--- config.mk ---
export PLATFORM = sky130hd
export DESIGN_NAME = hazard_stall_controller
export DESIGN_NICKNAME = d
export VERILOG_FILES = /design/src/rtl/hazard_stall_controller.sv
export SDC_FILE = /design/constraint.sdc
export NUM_CORES = 1
export LEC_CHECK = 0
export ABC_AREA = 1
export CAP_MARGIN = 25
export CORE_MARGIN = 1
export CORE_UTILIZATION = 52
export DETAILED_ROUTE_END_ITERATION = 10
export PLACE_DENSITY = 0.79
export SYNTH_ARGS = -nofsm -noshare
export SYNTH_HDL_FRONTEND = slang
export SYNTH_SLANG_ARGS = --single-unit
--- constraint.sdc ---
create_clock -name clk -period 2.65 [get_ports clk]
set_input_delay 0.265 -clock clk [delete_from_list [all_inputs] [get_ports clk]]
set_output_delay 0.265 -clock clk [all_outputs]
set_load 0.005 [all_outputs]
--- src/rtl/hazard_stall_controller.sv ---
// hazard_stall_controller
//
// Sequences stalls, bubbles, flushes and cache freezes for the 5-stage MIPS
// pipeline. Covers the hazards the EX- and ID-stage forwarding units cannot
// resolve: load-use, branch/JR/JALR operands still being produced by an ALU
// op in EX or a load in EX/MEM, and I-/D-cache miss freezes.
//
// Handshake/enable semantics: every *_write output is a plain register
// enable for the next rising clk edge; IdEx_bubble and IfId_flush replace
// the loaded contents with a NOP on that same edge. All outputs are
// combinational from the current state and inputs (Mealy), and all are
// forced low while rst_n is low.
//
// Ports
//   clk, rst_n                 clock (rising edge), async active-low reset
//   IfId_*, IfIdRs, IfIdRt     decoded fields of the instruction in ID
//   IdExRd, IdEx_RegWrite,
//   IdEx_MemRead               destination/control of the instruction in EX
//   ExMemRd, ExMem_MemRead     destination/control of the instruction in MEM
//   Branch_taken, Jump         ID-stage control-flow redirect requests
//   ICache_stall, DCache_stall cache busy -> whole pipeline freezes
//   PC_write .. MemWb_write    pipeline register enables
//   IdEx_bubble, IfId_flush    NOP insertion into ID/EX and IF/ID
//   stall_cnt, freeze_cnt,
//   flush_cnt                  saturating performance counters
module hazard_stall_controller #(
    parameter int CNT_W = 32
) (
    input  logic             clk,
    input  logic             rst_n,
    input  logic [5:0]       IfId_Opcode,
    input  logic [3:0]       IfId_Funct4b,
    input  logic [4:0]       IfIdRs,
    input  logic [4:0]       IfIdRt,
    input  logic             IfId_UseRs,
    input  logic             IfId_UseRt,
    input  logic [4:0]       IdExRd,
    input  logic             IdEx_RegWrite,
    input  logic             IdEx_MemRead,
    input  logic [4:0]       ExMemRd,
    input  logic             ExMem_MemRead,
    input  logic             Branch_taken,
    input  logic             Jump,
    input  logic             ICache_stall,
    input  logic             DCache_stall,
    output logic             PC_write,
    output logic             IfId_write,
    output logic             IfId_flush,
    output logic             IdEx_write,
    output logic             IdEx_bubble,
    output logic             ExMem_write,
    output logic             MemWb_write,
    output logic [CNT_W-1:0] stall_cnt,
    output logic [CNT_W-1:0] freeze_cnt,
    output logic [CNT_W-1:0] flush_cnt
);

    // The registered state records the bubbles still owed *after* the
    // current cycle. A hazard is detected in RUN and its first bubble is
    // issued in that same cycle, so a two-bubble hazard (load feeding a
    // branch) leaves one bubble owed (S1) and a one-bubble hazard returns
    // straight to RUN, where the ID instruction is re-evaluated.
    localparam logic [1:0] ST_RUN = 2'd0;
    localparam logic [1:0] ST_S1  = 2'd1;

    localparam logic [CNT_W-1:0] CNT_ONE = {{(CNT_W-1){1'b0}}, 1'b1};

    logic [1:0]       state_q, state_d;
    logic [CNT_W-1:0] stall_cnt_q, stall_cnt_d;
    logic [CNT_W-1:0] freeze_cnt_q, freeze_cnt_d;
    logic [CNT_W-1:0] flush_cnt_q, flush_cnt_d;

    logic is_br;
    logic use_rs, use_rt;
    logic match_ex, match_mem;
    logic lu2, lu1, ba1, bm1;
    logic in_run, hazard, freeze;
    logic stall, flush, advance, pipe_en;

    always_comb begin
        // BEQ, BNE, JR, JALR compare/consume their operands in ID.
        is_br = (IfId_Opcode == 6'b000100) || (IfId_Opcode == 6'b000101) ||
                ((IfId_Opcode == 6'b000000) &&
                 ((IfId_Funct4b == 4'b1000) || (IfId_Funct4b == 4'b1001)));

        // Branch-type instructions always read both fields in ID.
        use_rs = IfId_UseRs || is_br;
        use_rt = IfId_UseRt || is_br;

        match_ex  = (IdExRd != 5'd0) &&
                    ((use_rs && (IdExRd == IfIdRs)) || (use_rt && (IdExRd == IfIdRt)));
        match_mem = (ExMemRd != 5'd0) &&
                    ((use_rs && (ExMemRd == IfIdRs)) || (use_rt && (ExMemRd == IfIdRt)));

        // Priority LU2 > LU1 > BA1 > BM1 only matters for the bubble count:
        // LU2 is the sole two-bubble class, so it alone selects S1 below.
        lu2 = IdEx_MemRead && match_ex && is_br;
        lu1 = IdEx_MemRead && match_ex && !is_br;
        ba1 = is_br && IdEx_RegWrite && !IdEx_MemRead && match_ex;
        bm1 = is_br && ExMem_MemRead && match_mem;

        freeze = ICache_stall || DCache_stall;
        in_run = (state_q == ST_RUN);
        hazard = in_run && (lu2 || lu1 || ba1 || bm1);

        // Freeze overrides everything; redirects are ignored while stalled
        // because the branch operands are not valid yet.
        stall   = rst_n && !freeze && (!in_run || hazard);
        flush   = rst_n && !freeze && in_run && !hazard && (Branch_taken || Jump);
        advance = rst_n && !freeze && !stall;
        pipe_en = rst_n && !freeze;

        PC_write    = advance;
        IfId_write  = advance;
        IfId_flush  = flush;
        IdEx_write  = pipe_en;
        IdEx_bubble = stall;
        ExMem_write = pipe_en;
        MemWb_write = pipe_en;

        state_d = state_q;
        if (!freeze) begin
            case (state_q)
                ST_RUN:  state_d = lu2 ? ST_S1 : ST_RUN;
                ST_S1:   state_d = ST_RUN;
                default: state_d = ST_RUN;
            endcase
        end

        stall_cnt_d  = stall_cnt_q;
        freeze_cnt_d = freeze_cnt_q;
        flush_cnt_d  = flush_cnt_q;
        if (stall && (stall_cnt_q != {CNT_W{1'b1}})) begin
            stall_cnt_d = stall_cnt_q + CNT_ONE;
        end
        if (freeze && (freeze_cnt_q != {CNT_W{1'b1}})) begin
            freeze_cnt_d = freeze_cnt_q + CNT_ONE;
        end
        if (flush && (flush_cnt_q != {CNT_W{1'b1}})) begin
            flush_cnt_d = flush_cnt_q + CNT_ONE;
        end
    end

    always_ff @(posedge clk or negedge rst_n) begin
        if (!rst_n) begin
            state_q      <= ST_RUN;
            stall_cnt_q  <= '0;
            freeze_cnt_q <= '0;
            flush_cnt_q  <= '0;
        end else begin
            state_q      <= state_d;
            stall_cnt_q  <= stall_cnt_d;
            freeze_cnt_q <= freeze_cnt_d;
            flush_cnt_q  <= flush_cnt_d;
        end
    end

    assign stall_cnt  = stall_cnt_q;
    assign freeze_cnt = freeze_cnt_q;
    assign flush_cnt  = flush_cnt_q;

endmodule

==> results.md, run 1 <==
* Arrival @ worst endpoint at about 2.2 ns
* Post-synth top flop: dfrtp_1
* Total of max-cap violations at 0
* Worst-skew pair later-pin latency at 0.35 ns
* Seq/Total Area, Yosys at 0.3655
* FF+latch area at ~2400 um2
* Ratio of cells with drive above 1 in the final layout at 0.04463
* Post-route DRC at 0
* Starting Density at 0.5439
* Seq cells post-synth at a little under 100
* CTS root buffer: clkbuf_16
* Ant. Diodes at 0
* Leakage at around 4.1 nW
* Gr usage total at 0.2932
* Tightest Pin Transition at approximately 0.66 ns
* H-tree level count at 3
* Via count at around 6800
* Avg Cell Area, Syn at between 6 and 7 um2
* CP Capture Type: output port
* Total clock sinks at a little under 100
* Final number of max-transition violations at 0
* Unrepaired setup endpoints after global routing: no
* TritonCTS buffer count at 9
* CP Class: input port to output port
* Required @ worst endpoint at roughly 2.4 ns
* Final setup viols at 0
* Ranking of synthesized cells by area: dfrtp_1, nand2_1, xor2_1
* Top cell type's share of synthesized area at 0.3655
* Die area at between 10000 and 15000 um2
* Clk slew on worst S/H paths at about 0.070 ns
* Max Freq at between 400 and 500 MHz
* Layout area overhead at 30.60%
* Overall power at 4.695 mW
* Largest fanout on the critical path at 4
* DR iter-0 viols at 629
* First-pass GRT wire length at a little over 30000 um
* # port buffers at between 100 and 150
* Total gr overflow at 0
* Count leader, synth: nand2_1
* Synth warn at 0
* Worst hold path type: input port to async pin
* Area of the core at ~12000 um2
* Async S/R FF share, synth at 1.000
* WL per Instance at 14.52 um
* Largest area contributor in the netlist: dfrtp_1
* Detailed placement HPWL at around 14000 um
* Gp weighted congestion at 0.9548
* Worst Setup Start Kind: input port
* Synth top cells by count: nand2_1, dfrtp_1, inv_1
* Power Dens Cells at 541.4 nW/um2
* Syn Nets at between 900 and 1000
* Detailed-router iteration count before antenna repair at 5
* # rows at 40
* Multi-input gate area at 3709 um2
* IO Pins at 144
* Slew margin rel. at 0.5590
* TritonCTS clock tree: yes
* Fill count at roughly 1100
* Hold Fails Final Rpt at 0
* Final wirelength at between 15000 and 20000 um
* Die W at 115.0 um
* Antenna Nets Post-Route at 0
* Syn Inst Count at 950
* Vias in the first global route at about 6400
* EDFF count, synth at 0
* Die Y at about 120 um
* Unique masters post-synth at 30
* Clk_skew at between 0.006 and 0.007 ns
* Clock Path Buffers at 2
* Final period util at 0.9377
* Status: completed
* Maximum VDD drop at slightly above 0.4 mV
* Synth Cell Area at around 6600 um2
* Setup_tns at 0 ns
* Final min period at ~2.5 ns
* Initial antenna violation count at 0
* Vias/cell at 5.360
* Final #Nets at around 1100
* Largest net degree at the start of global routing at between 70 and 80
[cells by family (layout without fill, tap and decap cells)]
logic type      Yosys count  count (layout)  share of synthesized area
compound gates           40              40                    0.04352
xor+xnor                 95              95                     0.1253
fa+ha+maj                 3               3                   0.005652
buf+inv                 131             279                    0.07969
flops                    97              97                     0.3655
simple gates            584             584                     0.3804
[metrics by stage]
stage	cell area (um2)	hold WS [ns]	std cells	worst slack, ns	utilization
2_1_floorplan	6641	-0.03059	950	0.7250	-
3_3_place_gp	8257	0.2968	1247	0.01579	0.6761
3_5_place_dp	8257	0.2996	1247	0.004352	0.6761
4_1_cts	8610	0.4745	1264	-0.005260	0.7050
5_1_grt	8673	0.5119	1266	0.02398	0.7102
6_report	8673	0.4729	1266	0.1652	0.7102
[report_power, final]
part / switching, mW / internal, mW
logic: 0.563 / 0.663
clock network: 0.588 / 0.925
registers: 0.282 / 1.67
total: 1.43 / 3.26
[routing by layer]
layer  wire length, um  global-route usage
met1              8295              0.4030
met2              8415              0.4618
met3              1091             0.04428
met4               574              0.1247
met5                 0                   0
[layout by cell type (no fill, tap or decap), types with 3 or more instances in the layout]
master and instances:
buf_4 17, bufinv_16 3, clkbuf_16 9, clkdlybuf4s50_1 139, dfrtp_1 97, ha_1 3, inv_1 97, inv_2 4
nand2_1 306, nand3_1 89, nand4_1 29, nor2_1 89, nor3_1 46, nor4_1 15, o21ai_0 4, o21bai_1 32
xnor2_1 21, xor2_1 74
[path summary, 6_finish.rpt]
path | startpoint | to | slack [ns] | cells after the start
min | rst_n | freeze_cnt[25] | 0.47 | 3
max | IfId_Opcode[1] | IfId_flush | 0.17 | 11
max reg2reg | freeze_cnt[12] | freeze_cnt[17] | 0.40 | 10
min reg2reg | freeze_cnt[4] | freeze_cnt[4] | 0.50 | 1
max in group asynchronous | rst_n | flush_cnt[19] | 1.27 | 5
min in group clk | freeze_cnt[4] | freeze_cnt[4] | 0.50 | 1
[layout make-up]
type | instances | share of cell area
clock buffer | 9 | 0.02597
inverter | 102 | 0.04414
timing repair buffer | 161 | 0.1847
clock inverter | 7 | 0.01356
tap | 168 | 0.02424
multi-input combinational | 722 | 0.4276
sequential | 97 | 0.2799
[state kept, by name, indices dropped and copies added, names as in the netlist]
signal / flops
flush_cnt: 32
freeze_cnt: 32
stall_cnt: 32
state_q: 1
[critical path: stages]
cell and delay, ns:
clkdlybuf4s50_1 0.45, nor2_1 0.04, and2_1 0.16, nand2_1 0.12, nand2_1 0.07, nand2_1 0.06, nand2_1 0.08, nand3_2 0.11
nand3_1 0.12, nor2_2 0.20, clkdlybuf4s50_1 0.54
[timing repair]
action,4_1_cts,5_1_grt
resized for setup,0,6
buffers inserted,0,1
hold buffers,1,0
endpoints found under the setup margin,1,2
hold endpoints to repair,22,0
pin swaps,0,1
Note: power is estimated with default switching activity, not from simulation.
==> inputs of run 2 (changes only) <==
- SKIP_LAST_GASP: unset -> 1
==> results of run 2 <==
No change in the layout: final DEF, timing and power equal those of run 1.
==> inputs of run 3 (changes only) <==
- SLEW_MARGIN: unset -> 40
==> results.md, run 3 (synthesized netlist as in run 1, its figures left out) <==
* Die W at roughly 120 um
* # rows at 40
* Slowest stage delay, CP at 0.54 ns
* Unrepaired setup endpoints after global routing: no
* Gr usage total at 0.2912
* Ant. Diodes at 0
* Fill count at around 1100
* Area of the core at between 10000 and 15000 um2
* Worst hold path type: input port to async pin
* Final period util at 0.9408
* Via count at between 6000 and 7000
* Buf/Inv on CP at 3
* Combinational Power Share at 0.264
* Sw Pwr at roughly 1.5 mW
* DR iter-0 viols at around 600
* TritonCTS buffer count at 9
* Crit path cell chain: clkdlybuf4s50_1 > inv_2 > nand2_1 > nand2_1 > nor2_1 > nand3_1 > nand2_1 > a21oi_4 > nand3_1 > nor2_2 > clkdlybuf4s50_1
* Status: completed
* Gp weighted congestion at roughly 0.95
* Clock Path Buffers at 2
* Die Y at approximately 120 um
* Initial antenna violation count at 0
* Vias in the first global route at 6325
* Maximum VDD drop at slightly below 0.4 mV
* Worst Setup Start Kind: input port
* Top cell by count, worst path: nand2_1
* RR Endpoint: flush_cnt[0]
* Worst-skew pair later-pin latency at roughly 0.35 ns
* Seq pwr share at 0.425
* Total gr overflow at 0
* PnR worst setup slack at 0.1569 ns
* Sw frac at 0.3142
* Tightest Pin Transition at 0.7046 ns
* Clk slew on worst S/H paths at approximately 0.070 ns
* Largest fanout on the critical path at 3
* Power Dens Cells at about 530 nW/um2
* Final setup viols at 0
* Fin cells at ~1300
* Clock power share at 0.311
* FF-to-FF setup slack at between 0.4 and 0.5 ns
* Critical R2R Launch: flush_cnt[0]
* Ratio of cells with drive above 1 in the final layout at 0.04376
* Hold Fails Final Rpt at 0
* Total clock sinks at 97
* CP Class: input port to output port
* Most frequent cells in the layout: nand2_1, clkdlybuf4s50_1, inv_1, dfrtp_1
* Final number of max-transition violations at 0
* Antenna Nets Post-Route at 0
* Int Power at 3.167 mW
* H-tree level count at 3
* Length of routed met3 wiring at roughly 990 um
* Arrival @ worst endpoint at around 2.2 ns
* Required @ worst endpoint at 2.38 ns
* Slowest-stage cell, CP: clkdlybuf4s50_1
* Setup_tns at 0 ns
* Starting Density at 0.5439
* CP Capture Type: output port
* TritonCTS clock tree: yes
* Detailed placement HPWL at roughly 14000 um
* Placed cells at 1247
* Largest net degree at the start of global routing at between 70 and 80
* Routed metal-1 wirelength at approximately 8400 um
* Max Freq at between 400 and 500 MHz
* Worst r2r path cells at 12
* Layout area overhead at 29.97%
* Slew margin rel. at 0.5303
* Vias/cell at about 5.3
* First-pass GRT wire length at between 30000 and 40000 um
* # port buffers at 142
* Crit path depth at 11
* Met2 WL at ~8400 um
* CTS root buffer: clkbuf_16
* Clk_skew at about 0.012 ns
* Most common cell after layout, fill and taps aside: nand2_1
* IO Pins at ~140
* Max Used Layer: met4
* Final wirelength at 18120 um
* Setup WS pre-CTS at ~0.00058 ns
* WL per Instance at 14.32 um
* Final min period at 2.493 ns
* Final #Nets at 1136
* Post-route DRC at 0
* Total of max-cap violations at 0
* Detailed-router iteration count before antenna repair at 5
* Worst path top cell family by delay: buffers and inverters
* Leakage at between 4 and 5 nW
* Die area at ~13000 um2
-- run 3: area by class of cell --
class                   count  area (um2)  area share
flip-flops and latches     97        2427      0.2812
clock buffers               9       225.2     0.02609
multi-input cells         722        3709      0.4296
repair buffers            160        1578      0.1828
clock inverters             7       100.1     0.01160
well taps                 168       210.2     0.02435
inverters                 102       382.9     0.04435
-- run 3: timing repair --
item / CTS / global route
setup endpoints to repair: 1 / 2
resized for setup: 0 / 6
hold buffers: 1 / 0
pin swaps: 0 / 1
setup buffers: 0 / 1
endpoints found under the hold margin: 22 / 0
-- run 3: how the worst max path moves through the flow --
stage / from / to / slack [ns]
floorplan: stall_cnt[0] / stall_cnt[3] / 0.72
global placement: IdExRd[0] / IdEx_bubble / 0.02
detailed placement: IdExRd[0] / IdEx_bubble / 0.0006
CTS: IdExRd[0] / IdEx_bubble / -0.008
global route: ExMemRd[2] / IfId_flush / 0.03
finish: ExMemRd[4] / IfId_flush / 0.16
-- run 3: layer usage --
| metal | up-vias | GRT usage |
|---|---|---|
| met2 | 247 | 0.4683 |
| met4 | 0 | 0.09870 |
| met1 | 3099 | 0.4034 |
| met5 | - | 0 |
| met3 | 36 | 0.04217 |
| li1 | 3316 | - |
-- run 3: worst register-to-register path, stage by stage, from the launching register on --
cell      delay, ns
dfrtp_1        0.44
ha_1           0.26
nand2_1        0.13
nor2_1         0.20
nand2_1        0.12
inv_1          0.12
nand4_1        0.12
nor2_1         0.17
nand2_1        0.11
inv_1          0.08
buf_4          0.25
o21bai_1       0.11
nand2_1        0.07
-- run 3: per-stage QoR --
step,hold WS [ns],instance area (um2),power (mW),util
2_1_floorplan,-0.03059,6641,2.526,-
3_3_place_gp,0.2968,8257,3.165,0.6761
3_5_place_dp,0.3005,8260,3.186,0.6764
4_1_cts,0.4796,8596,4.629,0.7039
5_1_grt,0.5037,8632,4.876,0.7069
6_report,0.4781,8632,4.617,0.7069
-- run 3: power by group through the flow --
stage	clock network [mW]	registers, mW	logic (mW)
after CTS	1.45	1.95	1.23
after detailed placement	0	1.97	1.21
after floorplan	0	1.92	0.604
after global routing	1.52	1.99	1.37
final	1.44	1.96	1.22
after global placement	0	1.98	1.19
==> variant, RTL diff (settings of run 3) <==
`CNT_W`: 32 -> 24.
--- a/src/rtl/hazard_stall_controller.sv
+++ b/src/rtl/hazard_stall_controller.sv
@@ -26,3 +26,3 @@
 module hazard_stall_controller #(
-    parameter int CNT_W = 32
+    parameter int CNT_W = 24
 ) (
Ports: changed (resized flush_cnt, freeze_cnt and stall_cnt); port bits go from 144 to 120. No check against the original RTL was run, so the function may have changed too.
==> variant against run 3 <==
Synthesized area fell by 23%; critical path depth did not move; clock skew rose by 0.0092 ns; total power fell by 20%; sequential cell count fell by 24; combinational power fell by 7%; final area fell by 23%; worst setup slack got worse by 0.020 ns; routed wire length fell by 24%; highest routed layer unchanged.
==> variant: results (changes against run 3) <==
- Clock Skews: 0.0209 ns (+0.00924 ns)
- Gate power share: 30.9% (+4.5 points)
- Seq/Total Area, Yosys: 35.8% (-0.78 points)
- Global-route wire length before repair: 22700 um (-26%)
- # fillers: 807 (-27%)
- Switching share of power: 33.3% (+1.8 points)
- HPWL after DPL: 10300 um (-25%)
- Vias in the first global route: 4868 (-23%)
- Seq. pwr: 0.00153 W (-22%)
- Max stage delay on crit path: 0.52 ns (-0.02 ns)
- Status: completed
- Syn avg cell area: 7.28 um2 (+4.1%)
- Cell variety after synth: 35 (+17%)
- Worst Path Arrival: 2.25 ns (+0.02 ns)
- R2R Path End: stall_cnt[21]
- Largest net degree at the start of global routing: 61 (-20%)
- RR Startpoint: stall_cnt[0]
- R2r setup slk: 0.48 ns (+0.07 ns)
- Wirelength, routed: 13800 um (-24%)
- Layout Nets: 866 (-24%)
- DRT iter0 DRCs: 285 (-53%)
- Worst setup startpoint: IfIdRs[2]
- Routability cong.: 0.926 (-3.1%)
- Root Buffer: clkbuf_8
- GRT Util Overall: 28.0% (-1.2 points)
- Pleak: 3.10 nW (-24%)
- Slew @ Worst Pin: 0.549 ns (-0.155 ns)
- Vias per std cell: 5.39 (+1.8%)
==> variant: changes by cell type after synthesis, moves of 5 or more <==
cell	delta
clkbuf_1	-11
nand2_1	-102
nor4_1	-9
nand4_1	-5
nor3_1	-22
buf_2	-6
nor2_1	-38
dfrtp_1	-24
xor2_1	-24
inv_1	-17
buf_6	+7
o21bai_1	-8
==> variant: kinds of logic (layout without fill, tap and decap cells) <==
kind of cell             Yosys count  count (layout)  share of synthesized area, %
AND/OR/NAND/NOR                  417             417                          36.9
buffers and inverters            104             229                          9.33
XOR/XNOR                          73              73                          12.5
flip-flops                        73              73                          35.8
AO/OA/AOI/OAI                     32              32                          4.70
adder cells (fa/ha/maj)            3               3                         0.735
==> variant: area by class of cell <==
class,instances,area share (%)
well taps,129,2.44
repair buffers,129,19.2
inverters,84,4.77
clock buffers,10,2.08
clock inverters,6,1.34
multi-input cells,525,42.6
flip-flops and latches,73,27.6
==> variant: what timing repair did <==
action                                  in CTS  in global routing
hold buffers                                 1                  0
resized for setup                            0                  2
endpoints found under the setup margin       0                  1
hold endpoints to repair                    13                  0
==> variant: stage by stage <==
| stage | cell area [um2] | hold slack (ns) | worst slack, ns |
|---|---|---|---|
| after CTS | 6600 | 0.434 | 0.124 |
| final | 6620 | 0.441 | 0.137 |
| after global routing | 6620 | 0.464 | 0.00271 |
| after floorplan | 5110 | -0.0306 | 0.869 |
| after detailed placement | 6360 | 0.267 | 0.125 |
| after global placement | 6360 | 0.263 | 0.145 |
==> variant: metal layers <==
layer  wire [um]  vias up  share of wire, %  global-route usage (%)
met1        6120     2426                44                    37.4
met2        6470      217                47                    45.1
met3         994       20               7.2                    6.52
li1            -     2488                 -                       -
met4         194        0               1.4                    8.47
met5           0        -                 0                       0
